--- src/rtl/mipi_csi_rx_raw_depacker_8b4lane_if.sv ---
// Payload-in / pixel-out bundle between the CSI-2 packet decoder and the RAW depacker.
// master = payload source (decoder side), slave = the depacker itself.
interface mipi_csi_rx_raw_depacker_8b4lane_if;
  logic        data_valid_i;
  logic [31:0] data_i;
  logic [2:0]  packet_type_i;
  logic [15:0] packet_length_i;
  logic        output_valid_o;
  logic [63:0] pixel_data_o;
  logic [1:0]  pixel_depth_o;

  modport master (
    output data_valid_i, data_i, packet_type_i, packet_length_i,
    input  output_valid_o, pixel_data_o, pixel_depth_o
  );

  modport slave (
    input  data_valid_i, data_i, packet_type_i, packet_length_i,
    output output_valid_o, pixel_data_o, pixel_depth_o
  );
endinterface

--- src/rtl/mipi_csi_rx_raw_depacker_8b4lane.sv ---
// Unpacks 4-byte CSI-2 RAW10/12/14 payload words into groups of four 16-bit pixels.
// A 10-byte accumulator absorbs the mismatch between 4-byte words and 5/6/7-byte groups.
module mipi_csi_rx_raw_depacker_8b4lane (
  input  logic clk_i,
  input  logic reset_i,
  mipi_csi_rx_raw_depacker_8b4lane_if.slave bus
);
  localparam logic [2:0] TYPE_RAW10 = 3'd3;
  localparam logic [2:0] TYPE_RAW12 = 3'd4;
  localparam logic [2:0] TYPE_RAW14 = 3'd5;

  logic        in_packet_q;
  logic [2:0]  type_q;
  logic [15:0] remaining_q;
  logic [3:0]  count_q;
  logic [7:0]  byte_buf_q [10];
  logic        out_valid_q;
  logic [63:0] pixel_q;
  logic [1:0]  depth_q;

  logic        start;
  logic [2:0]  cur_type;
  logic [15:0] cur_remaining;
  logic [3:0]  group_size;
  logic [1:0]  depth;
  logic [2:0]  take;
  logic [4:0]  total;
  logic        emit;
  logic [7:0]  in_byte [4];
  logic [7:0]  merged [10];
  logic [7:0]  shifted [10];
  logic [63:0] pixels;

  // Header fields are taken straight from the inputs on the start cycle so its bytes count too.
  always_comb begin
    start         = bus.data_valid_i && !in_packet_q;
    cur_type      = start ? bus.packet_type_i : type_q;
    cur_remaining = start ? bus.packet_length_i : remaining_q;
    group_size    = 4'd0;
    depth         = 2'd0;
    case (cur_type)
      TYPE_RAW10: begin group_size = 4'd5; depth = 2'd1; end
      TYPE_RAW12: begin group_size = 4'd6; depth = 2'd2; end
      TYPE_RAW14: begin group_size = 4'd7; depth = 2'd3; end
      default:    ;
    endcase
    take = 3'd0;
    if (group_size != 4'd0)
      take = (cur_remaining >= 16'd4) ? 3'd4 : cur_remaining[2:0];
    total = {1'b0, count_q} + {2'b00, take};
    emit  = (group_size != 4'd0) && (total >= {1'b0, group_size});
  end

  always_comb begin
    for (int i = 0; i < 4; i++)
      in_byte[i] = bus.data_i[8*i +: 8];
    for (int i = 0; i < 10; i++) begin
      merged[i] = 8'h00;
      if (i < int'(count_q))
        merged[i] = byte_buf_q[i];
      else if (i - int'(count_q) < int'(take))
        merged[i] = in_byte[2'(i - int'(count_q))];
    end
    for (int i = 0; i < 10; i++) begin
      shifted[i] = merged[i];
      if (emit)
        shifted[i] = (i + int'(group_size) < 10) ? merged[i + int'(group_size)] : 8'h00;
    end
  end

  // The oldest bytes of the merged buffer always form the group being emitted.
  always_comb begin
    pixels = 64'h0;
    case (cur_type)
      TYPE_RAW10: begin
        for (int k = 0; k < 4; k++)
          pixels[16*k +: 16] = {6'h00, merged[k], merged[4][2*k +: 2]};
      end
      TYPE_RAW12: begin
        pixels[15:0]  = {4'h0, merged[0], merged[2][3:0]};
        pixels[31:16] = {4'h0, merged[1], merged[2][7:4]};
        pixels[47:32] = {4'h0, merged[3], merged[5][3:0]};
        pixels[63:48] = {4'h0, merged[4], merged[5][7:4]};
      end
      TYPE_RAW14: begin
        pixels[15:0]  = {2'h0, merged[0], merged[4][5:0]};
        pixels[31:16] = {2'h0, merged[1], merged[5][3:0], merged[4][7:6]};
        pixels[47:32] = {2'h0, merged[2], merged[6][1:0], merged[5][7:4]};
        pixels[63:48] = {2'h0, merged[3], merged[6][7:2]};
      end
      default: ;
    endcase
  end

  always_ff @(posedge clk_i) begin
    if (reset_i) begin
      in_packet_q <= 1'b0;
      type_q      <= 3'd0;
      remaining_q <= 16'd0;
      count_q     <= 4'd0;
      for (int i = 0; i < 10; i++)
        byte_buf_q[i] <= 8'h00;
      out_valid_q <= 1'b0;
      pixel_q     <= 64'h0;
      depth_q     <= 2'd0;
    end else begin
      out_valid_q <= 1'b0;
      depth_q     <= 2'd0;
      if (!bus.data_valid_i) begin
        // Any residual partial group dies with the packet.
        in_packet_q <= 1'b0;
        remaining_q <= 16'd0;
        count_q     <= 4'd0;
      end else begin
        in_packet_q <= 1'b1;
        if (start)
          type_q <= bus.packet_type_i;
        remaining_q <= cur_remaining - {13'd0, take};
        count_q     <= emit ? 4'(total - {1'b0, group_size}) : total[3:0];
        for (int i = 0; i < 10; i++)
          byte_buf_q[i] <= shifted[i];
        if (emit) begin
          out_valid_q <= 1'b1;
          pixel_q     <= pixels;
          depth_q     <= depth;
        end
      end
    end
  end

  assign bus.output_valid_o = out_valid_q;
  assign bus.pixel_data_o   = pixel_q;
  assign bus.pixel_depth_o  = depth_q;
endmodule

--- src/flat_wrapper.sv ---
// flat-port wrapper written by rule: the top's interface ports become plain ports
module mipi_csi_rx_raw_depacker_8b4lane_flat 
  (clk_i, reset_i, bus_data_valid_i, bus_data_i, bus_packet_type_i, bus_packet_length_i, bus_output_valid_o, bus_pixel_data_o, bus_pixel_depth_o);
  mipi_csi_rx_raw_depacker_8b4lane_if bus_i ();
  input  logic clk_i;
  input  logic reset_i;
  input wire logic [$bits(bus_i.data_valid_i)-1:0] bus_data_valid_i;
  input wire logic [$bits(bus_i.data_i)-1:0] bus_data_i;
  input wire logic [$bits(bus_i.packet_type_i)-1:0] bus_packet_type_i;
  input wire logic [$bits(bus_i.packet_length_i)-1:0] bus_packet_length_i;
  output wire logic [$bits(bus_i.output_valid_o)-1:0] bus_output_valid_o;
  output wire logic [$bits(bus_i.pixel_data_o)-1:0] bus_pixel_data_o;
  output wire logic [$bits(bus_i.pixel_depth_o)-1:0] bus_pixel_depth_o;
  assign bus_i.data_valid_i = bus_data_valid_i;
  assign bus_i.data_i = bus_data_i;
  assign bus_i.packet_type_i = bus_packet_type_i;
  assign bus_i.packet_length_i = bus_packet_length_i;
  assign bus_output_valid_o = bus_i.output_valid_o;
  assign bus_pixel_data_o = bus_i.pixel_data_o;
  assign bus_pixel_depth_o = bus_i.pixel_depth_o;
  mipi_csi_rx_raw_depacker_8b4lane u_core (.clk_i(clk_i), .reset_i(reset_i), .bus(bus_i));
endmodule
--- config.mk ---
export PLATFORM = sky130hd
export DESIGN_NAME = mipi_csi_rx_raw_depacker_8b4lane_flat
export DESIGN_NICKNAME = d
export VERILOG_FILES = /design/src/rtl/mipi_csi_rx_raw_depacker_8b4lane_if.sv /design/src/rtl/mipi_csi_rx_raw_depacker_8b4lane.sv /design/src/flat_wrapper.sv
export SDC_FILE = /design/constraint.sdc
export NUM_CORES = 1
export LEC_CHECK = 0
export ABC_AREA = 1
export BUFFER_PORTS_ARGS = -buffer_cell sky130_fd_sc_hd__buf_2
export CORE_ASPECT_RATIO = 1.75
export CORE_MARGIN = 4
export CORE_UTILIZATION = 33
export CTS_CLUSTER_DIAMETER = 100
export DETAILED_ROUTE_END_ITERATION = 8
export PLACE_DENSITY_LB_ADDON = 0.05
export SETUP_SLACK_MARGIN = 0.3
export SLEW_MARGIN = 20
export SYNTH_ARGS = -nofsm -noshare
export SYNTH_HDL_FRONTEND = slang
export SYNTH_SLANG_ARGS = --single-unit
--- constraint.sdc ---
create_clock -name clk_i -period 5.6 [get_ports clk_i]
set_input_delay 1.12 -clock clk_i [delete_from_list [all_inputs] [get_ports clk_i]]
set_output_delay 1.12 -clock clk_i [all_outputs]
set_load 0.1 [all_outputs]
==> reports/results.ini <==
[clock_network]
clk_latency_ps=470
cts_made_buffers=17
ctsHoldBuffers=0
cts.sinks=163
htree_levels=4
cts_tree=done
root_buffer=clkbuf_16
path_clk_slew_ps=70
ctsLongestPathBuffers=2

[detailed_routing]
first_iter_violations=1316
drc=0
viasPerCell=5.49
routed_wl_um=63400
antenna_left=0
first_pass_iters=7
vias=14300
wl_per_cell_um=24.3

[timing]
tightestPinTransition_ps=1050
clock_skew_ps=19.1
fmax_mhz=197
relSlewSlack_pct=29.5
period_minus_slack_ps=5070
hold_viol_final=0
rsz0062_at_grt=false
fin_ws_ps=534
fin_crit_sh_pct=90.5
fin_tns_setup_ps=0
drv_slew=0
setup_viol=0

[pwr]
pwr-share-comb_pct=58.2
ir_drop_uv=240
p_sw_uw=3380
leakage_uw=0.00655
p_per_area_mw_per_mm2=426
clockPowerShare_pct=19.4
p_seq_share_pct=22.4
switching_share_pct=52.7
intPower_uw=3030

[yosys]
yosys_warnings=0
syn_inst=1999
synth_top_family_by_area=simple AND/OR/NAND/NOR gates
syn_avg_cell_area_um2=6.47
synth_enable_flop_cells=80
synth_compound_area_share_pct=22.0
yosys.area_share.simple_pct=31.5
ys_seq_elements=163
ys_seq_area_share_pct=31.4
synthFlopType=dfxtp_1
synth_fa_ha_area_share_pct=4.24
synth-xor-area-share_pct=0.668
syn_area_mm2=0.0129
synth-async-reset-ratio_pct=0
synthMuxAreaShare_pct=0.0774
ys_types=57

[worst_setup_path]
critPathKind=primary input to flip-flop
reg2reg_slack_ps=800
cp-end-kind=flip-flop
cp.arrival_ps=5280
worstPathMaxFanout=6
start_kind=primary input
worstPathRequired_ps=5810

[placed_design]
pre_cts_ws_ps=-81.2
placed_cells=2571
io_buffers=112
dp_hpwl_um=48100
place_area_mm2=0.0144
place.gp.congestion=1.00

[grt]
antenna_found_initial=0
grt_max_degree=85
grt_pass1_vias=13600
grt_use_total_pct=29.3
grt_overflow_total=0
grt_pass1_wl_um=91800

[finish]
fin_util_pct=38.9
final_cell_mix=nand2_1, o21ai_0, a21oi_1
mostFrequentLayoutCell=nand2_1
layout.cells.non_filler=2608
layout.nets=2205
final_cell_area_mm2=0.0150
syn_to_final_growth_pct=16.2
drive_above_1_share_pct=14.8

[job]
max-cap-violations=0

[floorplan]
die_x_um=158
num_rows=95
top_level_ports=121
die_y_um=270
start_util_pct=33.5
die_area_mm2=0.0425
coreArea_mm2=0.0386

[worst_hold_path]
hp-class=flip-flop to flip-flop

[outcome]
outcome=finished clean

## per-layer routing
layer	up-vias	routed length, um	global-route usage, %
met2	559	32000	50.7
li1	6878	-	-
met3	161	3290	3.69
met1	6729	23300	33.2
met4	0	4790	18.9
met5	-	0	0
## critical path, stage by stage
cell	delay [ps]
buf_2	150
nand2_8	80
o21ai_4	160
inv_2	80
nor3_4	190
inv_2	60
nand2_2	70
inv_2	50
ha_4	150
nand3_4	100
nand3_4	110
nor2_2	160
inv_1	120
ha_1	290
o21bai_1	320
nand2_1	90
nand2_1	70
nand2_1	250
buf_4	250
nand3_1	70
o21ai_0	280
o211ai_1	270
o21ai_0	210
or2_0	250
nand3_1	190
a21oi_1	90
## power groups by stage
stage               Clock, uW  Sequential (uW)  Combinational, uW
floorplan                   0             1540               1960
detailed placement          0             1460               3610
finish                   1240             1430               3730
global placement            0             1460               3610
global route             1310             1440               3970
CTS                      1270             1430               3620
## Yosys cell counts, drive strengths merged, types with 2 or more instances
master,number,share of area (%)
or2,28,1.4
nand3,179,7.1
a21boi,6,0.35
fa,3,0.46
ha,39,3.8
o21ai,243,9.5
dfxtp,83,13
nor3,8,0.40
a22oi,6,0.35
a31oi,6,0.29
buf,57,3.0
nand2,596,18
a211oi,3,0.17
inv,157,4.6
o22ai,15,0.73
edfxtp,80,19
a21oi,187,7.2
nor2,148,4.6
nand3b,2,0.12
o221ai,7,0.47
nand4,3,0.15
clkinv,8,0.23
a41oi,2,0.14
xnor2,3,0.20
o21a,11,0.64
clkbuf,76,2.2
a22o,6,0.41
xor2,6,0.46
o21bai,2,0.12
o211ai,22,1.3
## registers in the layout (all words and copies together) (netlist names)
signal	cells
u_core.type_q	3
u_core.bus.pixel_data_o	56
u_core.bus.output_valid_o	1
u_core.in_packet_q	1
u_core.bus.pixel_depth_o	2
u_core.remaining_q	16
u_core.count_q	4
u_core.byte_buf_q	80
## timing repair
| action | in CTS | in global routing |
|---|---|---|
| setup endpoints to repair | 0 | 26 |
| setup buffers | 0 | 3 |
| gates resized for setup | 0 | 6 |
## worst paths after layout
kind / start / end / cells after the start
worst max-delay path: bus_data_valid_i / u_core.byte_buf_q[3][2] / 26
worst min-delay path: u_core.bus.pixel_data_o[16] / u_core.bus.pixel_data_o[16] / 2
worst max register to register: u_core.in_packet_q / u_core.byte_buf_q[3][2] / 27
worst min register to register: u_core.bus.pixel_data_o[16] / u_core.bus.pixel_data_o[16] / 2
## final cells by class
class | count | area, um^2
antenna | 1 | 2.50
clock buffer | 19 | 454
clock inverter | 13 | 126
fill | 4235 | 23600
inverter | 165 | 629
multi-input combinational | 1545 | 7690
sequential | 163 | 4070
tap | 485 | 607
timing repair buffer | 217 | 1440
## logic make-up (layout without fill, tap and decap cells)
logic type / count (synthesis) / after routing
simple gates: 965 / 965
compound gates: 520 / 520
buf+inv: 298 / 414
flops: 163 / 163
fa+ha+maj: 42 / 42
xor+xnor: 9 / 9
other cells: 1 / 9
mux: 1 / 1
## metrics by stage
step / total power (uW) / hold slack, ps
after floorplan: 3500 / 523
after global placement: 5070 / 449
after detailed placement: 5060 / 449
after CTS: 6320 / 460
after global routing: 6720 / 474
final: 6400 / 457
No activity file was read; power rests on OpenSTA's default activity.
